File: config.mk
export PLATFORM = sky130hd
export DESIGN_NAME = clk_div_bank
export DESIGN_NICKNAME = d
export VERILOG_FILES = /design/src/rtl/clk_div_bank.sv
export SDC_FILE = /design/constraint.sdc
export NUM_CORES = 1
export LEC_CHECK = 0
export BUFFER_PORTS_ARGS = -buffer_cell sky130_fd_sc_hd__buf_2
export CORE_MARGIN = 1
export CORE_UTILIZATION = 60
export CTS_CLUSTER_SIZE = 30
export DETAILED_ROUTE_END_ITERATION = 8
export HOLD_SLACK_MARGIN = 0.06
export PLACE_DENSITY = 0.8
export SLEW_MARGIN = 20
export SYNTH_ARGS = -nofsm -noshare
export SYNTH_HDL_FRONTEND = slang
export SYNTH_SLANG_ARGS = --single-unit
File: constraint.sdc
create_clock -name clk -period 5.4 [get_ports clk]
set_input_delay 0.81 -clock clk [delete_from_list [all_inputs] [get_ports clk]]
set_output_delay 0.81 -clock clk [all_outputs]
set_load 0.005 [all_outputs]
File: src/rtl/clk_div_bank.sv
// Fully synchronous timebase: binary tap divider plus a programmable divide-by-N
// whose divisor is only swapped at period boundaries, so no runt pulses appear.
module clk_div_bank #(
  parameter int STAGES = 5,
  parameter int PDIV_W = 16
) (
  input  logic              clk,
  input  logic              rst_n,
  input  logic              en,
  input  logic              clr,
  output logic [STAGES-1:0] div_out,
  output logic [STAGES-1:0] tick,
  input  logic [PDIV_W-1:0] pdiv_n,
  input  logic              pdiv_load,
  output logic              pdiv_busy,
  output logic              pdiv_out,
  output logic              pdiv_tick
);
  logic [STAGES-1:0] cnt_q, cnt_d, tick_q, tick_d;
  logic [PDIV_W-1:0] p_q, p_d, r_q, r_d, ph_q, ph_d;
  logic busy_q, busy_d, pout_q, pout_d, ptick_q, ptick_d;
  logic p_en_s, p_nxt_en_s, wrap_s, apply_s, adv_s;

  function automatic logic [STAGES-1:0] low_mask(input int k);
    low_mask = (STAGES'(1) << k) - STAGES'(1);
  endfunction

  // Binary counter next state and per-tap rising-edge ticks
  always_comb begin
    cnt_d  = cnt_q;
    tick_d = '0;
    if (clr) begin
      cnt_d = '0;
    end else if (en) begin
      cnt_d = cnt_q + STAGES'(1);
    end else begin
      cnt_d = cnt_q;
    end
    // Tap k rises on the next edge when bit k is clear and every lower bit is set.
    for (int k = 0; k < STAGES; k++) begin
      if (en && !clr && (cnt_q[k] == 1'b0) && ((cnt_q & low_mask(k)) == low_mask(k))) begin
        tick_d[k] = 1'b1;
      end else begin
        tick_d[k] = 1'b0;
      end
    end
  end

  assign p_en_s  = |p_q[PDIV_W-1:1];
  assign wrap_s  = (ph_q == (p_q - PDIV_W'(1)));
  assign apply_s = busy_q & (~p_en_s | clr | (en & wrap_s));
  assign adv_s   = en | apply_s;

  // Programmable divider: load handshake, boundary apply, phase and outputs
  always_comb begin
    p_d     = p_q;
    r_d     = r_q;
    busy_d  = busy_q;
    ph_d    = ph_q;
    pout_d  = pout_q;
    ptick_d = 1'b0;
    if (apply_s) begin
      p_d    = r_q;
      ph_d   = '0;
      busy_d = 1'b0;
    end else begin
      if (pdiv_load && !busy_q) begin
        r_d    = pdiv_n;
        busy_d = 1'b1;
      end else begin
        r_d    = r_q;
        busy_d = busy_q;
      end
      if (clr || !p_en_s) begin
        ph_d = '0;
      end else if (en) begin
        ph_d = wrap_s ? '0 : ph_q + PDIV_W'(1);
      end else begin
        ph_d = ph_q;
      end
    end
    p_nxt_en_s = |p_d[PDIV_W-1:1];
    // A plain clear forces the output low even though the phase restarts at 0.
    if (clr && !apply_s) begin
      pout_d  = 1'b0;
      ptick_d = 1'b0;
    end else if (adv_s) begin
      pout_d  = p_nxt_en_s && (ph_d < (p_d >> 1));
      ptick_d = p_nxt_en_s && (ph_d == '0);
    end else begin
      pout_d  = pout_q;
      ptick_d = 1'b0;
    end
  end

  // State registers; every output is taken straight from a flop
  always_ff @(posedge clk or negedge rst_n) begin
    if (!rst_n) begin
      cnt_q   <= '0;
      tick_q  <= '0;
      p_q     <= '0;
      r_q     <= '0;
      ph_q    <= '0;
      busy_q  <= 1'b0;
      pout_q  <= 1'b0;
      ptick_q <= 1'b0;
    end else begin
      cnt_q   <= cnt_d;
      tick_q  <= tick_d;
      p_q     <= p_d;
      r_q     <= r_d;
      ph_q    <= ph_d;
      busy_q  <= busy_d;
      pout_q  <= pout_d;
      ptick_q <= ptick_d;
    end
  end

  assign div_out   = cnt_q;
  assign tick      = tick_q;
  assign pdiv_busy = busy_q;
  assign pdiv_out  = pout_q;
  assign pdiv_tick = ptick_q;
endmodule

Word level (Yosys, flattened, before mapping)
Index checks and enable logic that the tools add are counted.
- flip-flop bits (word level): 61
- input bits: 21
- output and inout port bits: 13
- word-level logic and storage cells: 73
- add/subtract/negate cells: 3
- $lt $le $gt $ge: 1
- equality and inequality tests: 4
- mux-type cells: 18
- bitwise operators: 12
- reductions and logical operators: 26
- operator list (kind ; count):
    two-way mux 16 bit ; 5
    OR reduction 15 bit ; 2
    adder 16 x 1 -> 16 bit (second input constant) ; 1
    equality test 16 bit ; 1
    logical NOT 16 bit ; 1
    < comparator 16 x 15 -> 1 bit ; 1
    subtractor 16 x 1 -> 16 bit (second input constant) ; 1
    logical AND 1 bit ; 14
    two-way mux 1 bit ; 11
    two-way mux 5 bit ; 2
    NOT 1 bit ; 7
    nonzero test 2 bit ; 3
    adder 5 x 1 -> 5 bit (second input constant) ; 1
    equality test 4 bit (second input constant) ; 1
    logical NOT 1 bit ; 4
    equality test 3 bit (second input constant) ; 1
    bitwise OR 1 bit ; 3
    AND 1 bit ; 2
    equality test 2 bit (second input constant) ; 1
    AND reduction 2 bit ; 1
    logical OR 1 bit ; 1

Longest topological paths before layout
Gate-level depths: netlist of run 1.
- word-level depth: 10
- depth in mapped cells: 19

Worst setup path after synthesis of run 1
OpenSTA, ideal clock, no wires.
- path kind: reg2reg
- start point: reg p_q[3]
- end point: reg pout_q (netlist: pdiv_out)
- library setup time: 87 ps
- arrival time: 3818 ps
- required time: 5313 ps
- slack: 1495 ps
- stages on the path, launching flop included: 19
- path buffers: 3
- period minus slack after synthesis: 3905 ps
- cell sequence: dfrtp_1 buf_6 or4_4 or3_1 and3_1 o21a_1 and4_1 buf_6 nor2_8 buf_12 mux2i_1 ha_1 a21o_1 a21o_1 a21oi_1 o221ai_1 a311oi_1 o21ai_0 a22oi_1
- longest elaborated chain between the ends: 10
- elaborated cells between the ends (all ways): 24
- ends and longest elaborated chain (what ; RTL line ; RTL):
    from (decl) ; 20 ; logic [PDIV_W-1:0] p_q, p_d, r_q, r_d, ph_q, ph_d;
    from (signal assigned) ; 110 ; p_q <= p_d;
    subtractor 16 x 1 -> 16 bit or OR reduction 15 bit (tied branches) ; 50, 49 ;
    equality test 16 bit or NOT 1 bit (tied branches) ; 50, 51 ;
    two-way mux 16 bit, or another cell as far along ; 77 ; ph_d = wrap_s ? '0 : ph_q + PDIV_W'(1);
    two-way mux 16 bit or bitwise OR 1 bit (tied branches) ; 76, 51 ;
    two-way mux 16 bit or AND 1 bit (tied branches) ; 74, 51 ;
    two-way mux 16 bit ; 62 ; if (apply_s) begin
    < comparator 16 x 15 -> 1 bit or OR reduction 15 bit (tied branches) ; 88, 82 ;
    logical AND 1 bit ; 88 ; pout_d = p_nxt_en_s && (ph_d < (p_d >> 1));
    two-way mux 1 bit ; 87 ; end else if (adv_s) begin
    two-way mux 1 bit ; 84 ; if (clr && !apply_s) begin
    to (signal assigned) ; 114 ; pout_q <= pout_d;
    to (decl) ; 21 ; logic busy_q, busy_d, pout_q, pout_d, ptick_q, ptick_d;
Parallel ways exist; a longest one is shown, timed or not. The select of a mux whose other input is x is not followed.
A chain may end at the register's enable or synchronous reset.

Final worst setup path of run 1
- start point: reg p_q[0]
- end point: reg pout_q (netlist: pdiv_out)
- longest elaborated chain between the ends: 10
- elaborated cells between the ends (all ways): 19
- ends and longest elaborated chain (what ; RTL line ; RTL):
    subtractor 16 x 1 -> 16 bit (*) ; 50 ; assign wrap_s = (ph_q == (p_q - PDIV_W'(1)));
    equality test 16 bit (*) ; 50 ;
    two-way mux 16 bit or AND 1 bit (tied branches) ; 77, 51 ;
    two-way mux 16 bit or bitwise OR 1 bit (tied branches) ; 76, 51 ;
    two-way mux 16 bit or AND 1 bit (tied branches) ; 74, 51 ;
    two-way mux 16 bit (*) ; 62 ;
    net ph_d[9] ; 20 ;
    < comparator 16 x 15 -> 1 bit (*) ; 88 ;
    logical AND 1 bit (*) ; 88 ;
    two-way mux 1 bit (*) ; 87 ;
    two-way mux 1 bit (*) ; 84 ;
The timed path passes the listed nets; every way through them passes the cells marked *. The select of a mux whose other input is x is not followed.

==> results of run 1 <==
==> metrics by stage <==
| stage | total power [mW] | setup slack (ns) | hold slack (ns) | area (sq um) |
|---|---|---|---|---|
| after detailed placement | 1.22 | 0.758 | 0.471 | 4000 |
| after CTS | 1.61 | 0.830 | 0.489 | 4190 |
| final | 1.61 | 0.786 | 0.485 | 4190 |
| after global routing | 1.70 | 0.419 | 0.520 | 4190 |
| after global placement | 1.19 | 0.985 | 0.472 | 4000 |
| after floorplan | 1.06 | 1.50 | 0.472 | 3830 |
==> worst register-to-register path, stage by stage, from the launching register on <==
cell	delay [ns]
dfrtp_1	0.46
inv_1	0.09
ha_1	0.18
nand2b_1	0.18
o31a_1	0.32
or4_1	0.55
nor4_1	0.33
a41oi_2	0.22
nand2_1	0.48
nor2_1	0.15
ha_1	0.33
a21o_1	0.18
a21o_1	0.17
a21oi_1	0.16
o221ai_1	0.16
a311oi_1	0.25
o21ai_0	0.13
a22oi_1	0.19
==> kinds of logic after synthesis <==
kind of cell	synth area share, %
AO/OA/AOI/OAI	9.76
buffers and inverters	4.80
AND/OR/NAND/NOR	20.8
multiplexers	10.3
flip-flops	39.8
XOR/XNOR	8.68
adder cells (fa/ha/maj)	5.87
==> where the power goes <==
group / internal, mW / total [mW] / leakage [nW] / switching [mW]
registers: 0.547 / 0.713 / 0.772 / 0.165
clock network: 0.224 / 0.391 / 0.0964 / 0.167
logic: 0.239 / 0.511 / 1.06 / 0.272
total: 1.01 / 1.61 / 1.93 / 0.604
==> cell type report <==
class	count	area, sq um
sequential	61	1530
clock inverter	4	47.5
fill	476	1830
inverter	20	75.1
clock buffer	12	145
timing repair buffer	35	180
tap	75	93.8
multi-input combinational	277	2120
==> state kept, by name, summed over array words and instances, names as in the netlist <==
name,cells
pdiv_busy,1
pdiv_out,1
p_q,16
pdiv_tick,1
div_out,5
tick,5
ph_q,16
r_q,16
==> how the worst max path moves through the flow <==
stage / to / cells after the start
floorplan: pdiv_out / 18
global placement: pdiv_out / 15
detailed placement: pdiv_out / 15
CTS: pdiv_out / 17
global route: pdiv_out / 17
finish: pdiv_out / 17
==> Yosys cell counts, types with 3 or more instances <==
library cell,n
nand3b_1,4
mux2i_1,12
a21oi_1,6
xor2_1,15
clkbuf_1,12
nor3_1,14
o21ai_0,5
nor4_1,10
o221ai_1,3
nor3b_1,3
a21o_1,6
or3_1,7
nand2_1,14
nand2b_1,4
nand3_1,8
o21a_1,5
inv_1,18
or4_1,3
mux2_2,17
nor2_1,35
o31ai_1,3
mux2i_2,6
nand4_1,12
buf_1,3
and3_1,4
ha_1,18
xnor2_1,23
or2_2,4
dfrtp_1,61
==> per-layer routing <==
| layer | GRT usage, % | up-vias | wire [um] |
|---|---|---|---|
| li1 | - | 1415 | - |
| met1 | 39.3 | 1479 | 3950 |
| met2 | 44.4 | 131 | 3970 |
| met3 | 5.44 | 19 | 470 |
| met4 | 7.37 | 0 | 134 |
| met5 | 0 | - | 0 |
==> results.sh, run 1 <==
export IMPL_grt_pass1_wl_mm=13.7
export IMPL_drc=0
export IMPL_worstPathCellList="inv_1 -> ha_1 -> nand2b_1 -> o31a_1 -> or4_1 -> nor4_1 -> a41oi_2 -> nand2_1 -> nor2_1 -> ha_1 -> a21o_1 -> a21o_1 -> a21oi_1 -> o221ai_1 -> a311oi_1 -> o21ai_0 -> a22oi_1"
export IMPL_rsz0062_at_grt="false"
export IMPL_synth_edf_count=0
export IMPL_root_buffer="clkbuf_8"
export IMPL_fmax_mhz=217
export IMPL_nets=443
export IMPL_power_density_nw_per_um2=385
export IMPL_cts_tree="done"
export IMPL_clockBufferDepth=2
export IMPL_cts_buffers=9
export IMPL_drt_pass1_iter_count=4
export IMPL_synthesis_instances=378
export IMPL_crit_buf_inv=1
export IMPL_cts_sinks=61
export IMPL_syn_avg_cell_area_sq_um=10.1
export IMPL_clkTransAtPathRegs_ns=0.07
export IMPL_yosysTopAreaCell="dfrtp_1"
export IMPL_power_leakage_nw=1.93
export IMPL_cp_arrival_ns=4.87
export IMPL_vias=3044
export IMPL_drive_above_1_share_pct=21.0
export IMPL_slew_viol_final=0
export IMPL_tightest_slew_ns=0.734
export IMPL_setup_tns_ns=0
export IMPL_final_cell_mix="dfrtp_1 (61), nor2_1 (35), buf_2 (33)"
export IMPL_synth_top_area_share_pct=39.8
export IMPL_finalSetupViolations=0
export IMPL_routed_via_density=6.29
export IMPL_synth_fp_nets=417
export IMPL_r2r_end="pdiv_out"
export IMPL_diodes=0
export IMPL_crit_family="compound AO/OA/AOI/OAI gates"
export IMPL_antenna_found_initial=0
export IMPL_dieArea_sq_um=6710
export IMPL_port_buffers=33
export IMPL_whs_path_depth=1
export IMPL_crit_slowest_cell="or4_1"
export IMPL_criticalPathCategory="reg2reg"
export IMPL_holdPathEnd="tick[4]"
export IMPL_ir_drop_uv=296
export IMPL_wirelength_mm=8.53
export IMPL_synth_cell_types=61
export IMPL_postCtsHoldBufs=0
export IMPL_ys_warnings_count=0
export IMPL_clock_latency_ns=0.33
export IMPL_hold_violations=0
export IMPL_grt_max_degree=62
export IMPL_cts_resized=0
export IMPL_skew_ns=0.00570
export IMPL_cp_start_kind="flip-flop"
export IMPL_crit_path_start="p_q[0]"
export IMPL_reg2reg_depth=17
export IMPL_track_usage_pct=28.0
export IMPL_die_w_um=81.9
export IMPL_grt_overflow=0
export IMPL_die_h_um=81.9
export IMPL_area_growth_pct=9.33
export IMPL_initial_utilization_pct=63.6
export IMPL_final_antenna_net_count=0
export IMPL_dp_hpwl_mm=6.46
export IMPL_postCtsSetupBuffers=0
export IMPL_hp_class="reg2reg"
export IMPL_place_congestion=0.935
export IMPL_rows=28
export IMPL_rrSetupSlack_ns=0.79
export IMPL_drt_iter0_markers=215
export IMPL_cts_htree_levels=3
export IMPL_relSlewSlack_pct=51.0
export IMPL_dp_cells=468
export IMPL_path_max_fanout=18
export IMPL_utilization_pct=69.6
export IMPL_status="complete, no violations"
export IMPL_period_share_pct=85.4
export IMPL_final_common_cell="dfrtp_1"
export IMPL_syn_area_sq_um=3830
export IMPL_synth_flop_cell="dfrtp_1"
export IMPL_num_io_pins=34
export IMPL_worst_path_largest_cell_delay_ns=0.55
export IMPL_cp_end_kind="flip-flop"
export IMPL_period_minus_slack_ns=4.61
export IMPL_hp_start="div_out[4]"
export IMPL_synth_area_top_cells="dfrtp_1 (40%), ha_1 (5.9%), xnor2_1 (5.3%)"
export IMPL_grt_pass1_vias=2789
export IMPL_avgRoutedWirePerCell_um=17.6
export IMPL_synth_async_reset_ratio_pct=100
export IMPL_stdcell_count=484
export IMPL_critPathRequiredTime_ns=5.65
export IMPL_core_sq_um=6030
export IMPL_r2r_start="p_q[0]"
export IMPL_maxCapViolCount=0
export IMPL_synth_seq_cells=61
export IMPL_seq_area_frac_synth_pct=39.8
Power figures use the tool's default switching activity.
==> inputs of run 2 (changes only) <==
- BUFFER_PORTS_ARGS: -buffer_cell sky130_fd_sc_hd__buf_2 -> -buffer_cell sky130_fd_sc_hd__buf_4
- TNS_END_PERCENT: default -> 100
==> run 2 against run 1 <==
Final cell count down 0.21%; non-clock buffer count down 1; design area is 2.6% higher; via count decreased by 0.99%; core utilization up 1.8 points; register-to-register slack improved by 0.02 ns; sequential power is essentially flat; setup slack improved by 0.022 ns; clock power grew 16%; flip-flop and latch count is the same; largest cell class unchanged; largest power group unchanged; highest routed layer unchanged.
==> results.sh, run 2 (synthesized netlist as in run 1, its figures left out) <==
export IMPL_area_growth_pct=12.1
export IMPL_hold_violations=0
export IMPL_ir_drop_uv=358
export IMPL_cts_sinks=61
export IMPL_postCtsHoldBufs=0
export IMPL_grt_pass1_vias=2763
export IMPL_avgRoutedWirePerCell_um=18.1
export IMPL_finalSetupViolations=0
export IMPL_grt_pass1_wl_mm=13.8
export IMPL_cts_resized=0
export IMPL_critPathRequiredTime_ns=5.65
export IMPL_drive_above_1_share_pct=21.1
export IMPL_holdPathEnd="tick[4]"
export IMPL_dpl_worst_slack_ns=0.956
export IMPL_clkTransAtPathRegs_ns=0.07
export IMPL_place_congestion=0.957
export IMPL_cp_arrival_ns=4.85
export IMPL_tightest_slew_ns=0.742
export IMPL_cp_start_kind="flip-flop"
export IMPL_rrSetupSlack_ns=0.81
export IMPL_relSlewSlack_pct=50.5
export IMPL_postCtsSetupBuffers=0
export IMPL_routed_via_density=6.24
export IMPL_power_leakage_nw=1.96
export IMPL_antenna_found_initial=0
export IMPL_final_antenna_net_count=0
export IMPL_core_sq_um=6030
export IMPL_skew_ns=0.00798
export IMPL_root_buffer="clkbuf_8"
export IMPL_r2r_start="p_q[3]"
export IMPL_clock_latency_ns=0.34
export IMPL_r2r_end="pdiv_out"
export IMPL_clockBufferDepth=2
export IMPL_whs_path_depth=1
export IMPL_period_share_pct=85.0
export IMPL_setup_ws_ns=0.808
export IMPL_reg2reg_depth=15
export IMPL_grt_max_degree=62
export IMPL_status="complete, no violations"
export IMPL_path_max_fanout=15
export IMPL_period_minus_slack_ns=4.59
export IMPL_drt_iter0_markers=219
export IMPL_drc=0
export IMPL_hp_class="reg2reg"
export IMPL_drt_pass1_iter_count=5
export IMPL_final_common_cell="dfrtp_1"
export IMPL_maxCapViolCount=0
export IMPL_setup_tns_ns=0
export IMPL_cts_buffers=9
export IMPL_criticalPathCategory="reg2reg"
export IMPL_rsz0062_at_grt="false"
export IMPL_nets=442
export IMPL_cp_end_kind="flip-flop"
export IMPL_initial_utilization_pct=63.6
export IMPL_die_w_um=81.9
export IMPL_fmax_mhz=218
export IMPL_dp_hpwl_mm=6.49
export IMPL_wirelength_mm=8.73
export IMPL_port_buffers=33
export IMPL_hp_start="div_out[4]"
export IMPL_rows=28
export IMPL_nFillCells=427
export IMPL_die_h_um=81.9
export IMPL_final_cell_mix="dfrtp_1 (61), nor2_1 (35), buf_4 (34)"
export IMPL_grt_overflow=0
export IMPL_diodes=0
export IMPL_slew_viol_final=0
export IMPL_cts_htree_levels=3
export IMPL_cts_tree="done"
export IMPL_vias=3014
export IMPL_track_usage_pct=28.2
export IMPL_largest_registers="p_q: 16 flops, ph_q: 16 flops, r_q: 16 flops"
export IMPL_dieArea_sq_um=6710
export IMPL_num_io_pins=34
export IMPL_power_density_nw_per_um2=391
[run 2: worst max path at each step]
| stage | slack (ns) | startpoint | end |
|---|---|---|---|
| floorplan | 1.50 | p_q[3] | pdiv_out |
| global placement | 1.11 | en | pdiv_out |
| detailed placement | 0.96 | en | pdiv_out |
| CTS | 0.86 | p_q[0] | pdiv_out |
| global route | 0.51 | p_q[3] | pdiv_out |
| finish | 0.81 | p_q[3] | pdiv_out |
[run 2: through the flow]
step / utilization (%) / power, mW / hold slack [ns] / cells / instance area, sq um
after detailed placement: 67.6 / 1.22 / 0.482 / 467 / 4070
after global placement: 67.6 / 1.19 / 0.478 / 467 / 4070
final: 71.3 / 1.68 / 0.489 / 483 / 4300
after CTS: 71.3 / 1.67 / 0.493 / 483 / 4300
after global routing: 71.3 / 1.76 / 0.519 / 483 / 4300
after floorplan: - / 1.06 / 0.472 / 378 / 3830
[run 2: per-layer routing]
layer / vias to the layer above / wire, um / GRT usage, %
li1: 1410 / - / -
met1: 1464 / 3950 / 38.3
met2: 124 / 4130 / 44.5
met3: 16 / 494 / 5.67
met4: 0 / 157 / 10.2
met5: - / 0 / 0
[run 2: area by class of cell]
type                    count  area [sq um]  area share [%]
clock buffers              12           155            3.61
multi-input cells         277          2120            49.4
clock inverters             4          70.1            1.63
repair buffers             34           255            5.94
flip-flops and latches     61          1530            35.5
well taps                  75          93.8            2.18
inverters                  20          75.1            1.75
[run 2: report_power, final]
| group | internal [mW] | switching (mW) | total, mW | leakage [nW] |
|---|---|---|---|---|
| logic | 0.244 | 0.269 | 0.513 | 1.07 |
| registers | 0.547 | 0.166 | 0.713 | 0.772 |
| clock network | 0.284 | 0.171 | 0.455 | 0.116 |
[run 2: worst max-delay path, stage by stage (launching register included)]
cell       delay [ns]
dfrtp_1          0.51
or4_4            0.62
a2111oi_0        0.43
o221ai_1         0.19
o21a_1           0.17
and4_1           0.27
nor2_8           0.39
mux2i_1          0.35
ha_1             0.30
a21o_1           0.17
a21o_1           0.18
a21oi_1          0.20
o221ai_1         0.16
a311oi_1         0.23
o21ai_0          0.13
a22oi_1          0.19
==> inputs of run 3 (changes only) <==
- CELL_PAD_IN_SITES_DETAIL_PLACEMENT: default -> 1
- CELL_PAD_IN_SITES_GLOBAL_PLACEMENT: default -> 2
- CORE_UTILIZATION: 60 -> 39
- CTS_CLUSTER_DIAMETER: default -> 150
- PLACE_DENSITY: 0.8 -> default
- PLACE_DENSITY_LB_ADDON: default -> 0.1
==> run 3 against run 2 <==
Total power decreased by 2.2%; register-to-register slack worse by 0.05 ns; fmax down 0.98%; non-clock buffer count unchanged; first-iteration DRC count fell by 73%; clock power decreased by 9.7%; flip-flop and latch count stayed put; sequential share of layout area fell by 0.34 points.
==> results.sh, run 3 (synthesized netlist as in run 1, its figures left out) <==
export IMPL_placed_area_sq_um=4140
export IMPL_initial_utilization_pct=40.9
export IMPL_p_sw_mw=0.618
export IMPL_tightest_slew_ns=0.780
export IMPL_drt_iter0_markers=59
export IMPL_postCtsSetupBuffers=0
export IMPL_p_seq_share_pct=43.6
export IMPL_track_usage_pct=21.5
export IMPL_p_total_mw=1.64
export IMPL_cp_arrival_ns=4.89
export IMPL_die_w_um=101
export IMPL_cts_htree_levels=3
export IMPL_drt_pass1_iter_count=4
export IMPL_rows=35
export IMPL_vias=2934
export IMPL_final_cell_mix="dfrtp_1 (61), nor2_1 (35), buf_4 (34)"
export IMPL_drc=0
export IMPL_grt_pass1_wl_mm=16.5
export IMPL_power_leakage_nw=1.95
export IMPL_comb_power_share_pct=31.4
export IMPL_clkTransAtPathRegs_ns=0.07
export IMPL_relSlewSlack_pct=48.0
export IMPL_stdcell_count=536
export IMPL_slew_viol_final=0
export IMPL_hp_class="reg2reg"
export IMPL_grt_overflow=0
export IMPL_utilization_pct=46.3
export IMPL_port_buffers=33
export IMPL_rrSetupSlack_ns=0.76
export IMPL_critPathRequiredTime_ns=5.65
export IMPL_ir_drop_uv=234
export IMPL_core_sq_um=9370
export IMPL_final_common_cell="dfrtp_1"
export IMPL_finalSetupViolations=0
export IMPL_dieArea_sq_um=10200
export IMPL_place_congestion=0.773
export IMPL_cts_resized=0
export IMPL_drive_above_1_share_pct=21.1
export IMPL_num_io_pins=34
export IMPL_period_minus_slack_ns=4.64
export IMPL_hold_violations=0
export IMPL_cp_start_kind="flip-flop"
export IMPL_skew_ns=0.00913
export IMPL_die_h_um=101
export IMPL_postCtsHoldBufs=0
export IMPL_dpl_worst_slack_ns=0.813
export IMPL_cts_tree="done"
export IMPL_hold_ws_ns=0.503
export IMPL_area_growth_pct=13.2
export IMPL_path_max_fanout=18
export IMPL_avgRoutedWirePerCell_um=18.4
export IMPL_cts_buffers=9
export IMPL_setup_ws_ns=0.762
export IMPL_fmax_mhz=216
export IMPL_wirelength_mm=9.87
export IMPL_nets=442
export IMPL_routed_via_density=5.47
export IMPL_criticalPathCategory="reg2reg"
export IMPL_dp_cells=521
export IMPL_clockBufferDepth=2
export IMPL_final_antenna_net_count=0
export IMPL_diodes=0
export IMPL_period_share_pct=85.9
export IMPL_largest_registers="p_q: 16 flops, ph_q: 16 flops, r_q: 16 flops"
export IMPL_antenna_found_initial=0
export IMPL_design_area_sq_um=4340
export IMPL_sw_frac_of_total_pct=37.6
export IMPL_root_buffer="clkbuf_8"
export IMPL_grt_pass1_vias=3137
export IMPL_clock_latency_ns=0.34
export IMPL_pwr_share_clk_pct=25.0
export IMPL_maxCapViolCount=0
export IMPL_p_int_mw=1.03
export IMPL_rsz0062_at_grt="false"
export IMPL_dp_hpwl_mm=7.76
export IMPL_power_density_nw_per_um2=379
export IMPL_status="complete, no violations"
export IMPL_cts_sinks=61
export IMPL_cp_end_kind="flip-flop"
export IMPL_grt_max_degree=62
export IMPL_setup_tns_ns=0
==> run 3: cell types whose count changed in the layout (fill, tap and decap cells not counted) <==
| cell | before | now |
|---|---|---|
| bufinv_16 | 2 | 1 |
| clkbuf_1 | 1 | 0 |
| clkinvlp_4 | 0 | 1 |
==> run 3: final timing paths <==
path                            start  cells past startpoint  endpoint
max in group asynchronous       rst_n                      1  pdiv_out
min reg2reg                div_out[4]                      1   tick[4]
max                            p_q[0]                     17  pdiv_out
min in group asynchronous       rst_n                      1   r_q[14]
min                        div_out[4]                      1   tick[4]
max reg2reg                    p_q[0]                     17  pdiv_out
==> run 3: routing by layer <==
metal  vias up  global-route usage (%)  wire [um]
li1       1404                       -          -
met1      1473                    30.5       4900
met2        42                    33.8       4520
met3        15                    2.76        230
met4         0                    8.03        211
met5         -                       0          0
==> run 3: cell type report <==
type	count	area (sq um)
well taps	129	161
repair buffers	34	255
multi-input cells	277	2120
fillers	1081	5030
inverters	20	75.1
flip-flops and latches	61	1530
clock inverters	4	47.5
clock buffers	11	151
==> run 3: power by group through the flow <==
| stage | Combinational (mW) | Sequential [mW] | Clock [mW] |
|---|---|---|---|
| finish | 0.517 | 0.716 | 0.411 |
| global placement | 0.511 | 0.719 | 0 |
| CTS | 0.524 | 0.714 | 0.420 |
| floorplan | 0.418 | 0.643 | 0 |
| global route | 0.583 | 0.731 | 0.438 |
| detailed placement | 0.520 | 0.723 | 0 |
==> run 3: worst max-delay path: stages, from the launching register on <==
cell	delay [ns]
dfrtp_1	0.44
inv_1	0.09
ha_1	0.19
nand2b_1	0.18
o31a_1	0.30
or4_1	0.53
nor4_1	0.35
a41oi_2	0.24
nand2_1	0.52
nor2_1	0.17
ha_1	0.33
a21o_1	0.19
a21o_1	0.17
a21oi_1	0.17
o221ai_1	0.16
a311oi_1	0.22
o21ai_0	0.12
a22oi_1	0.19
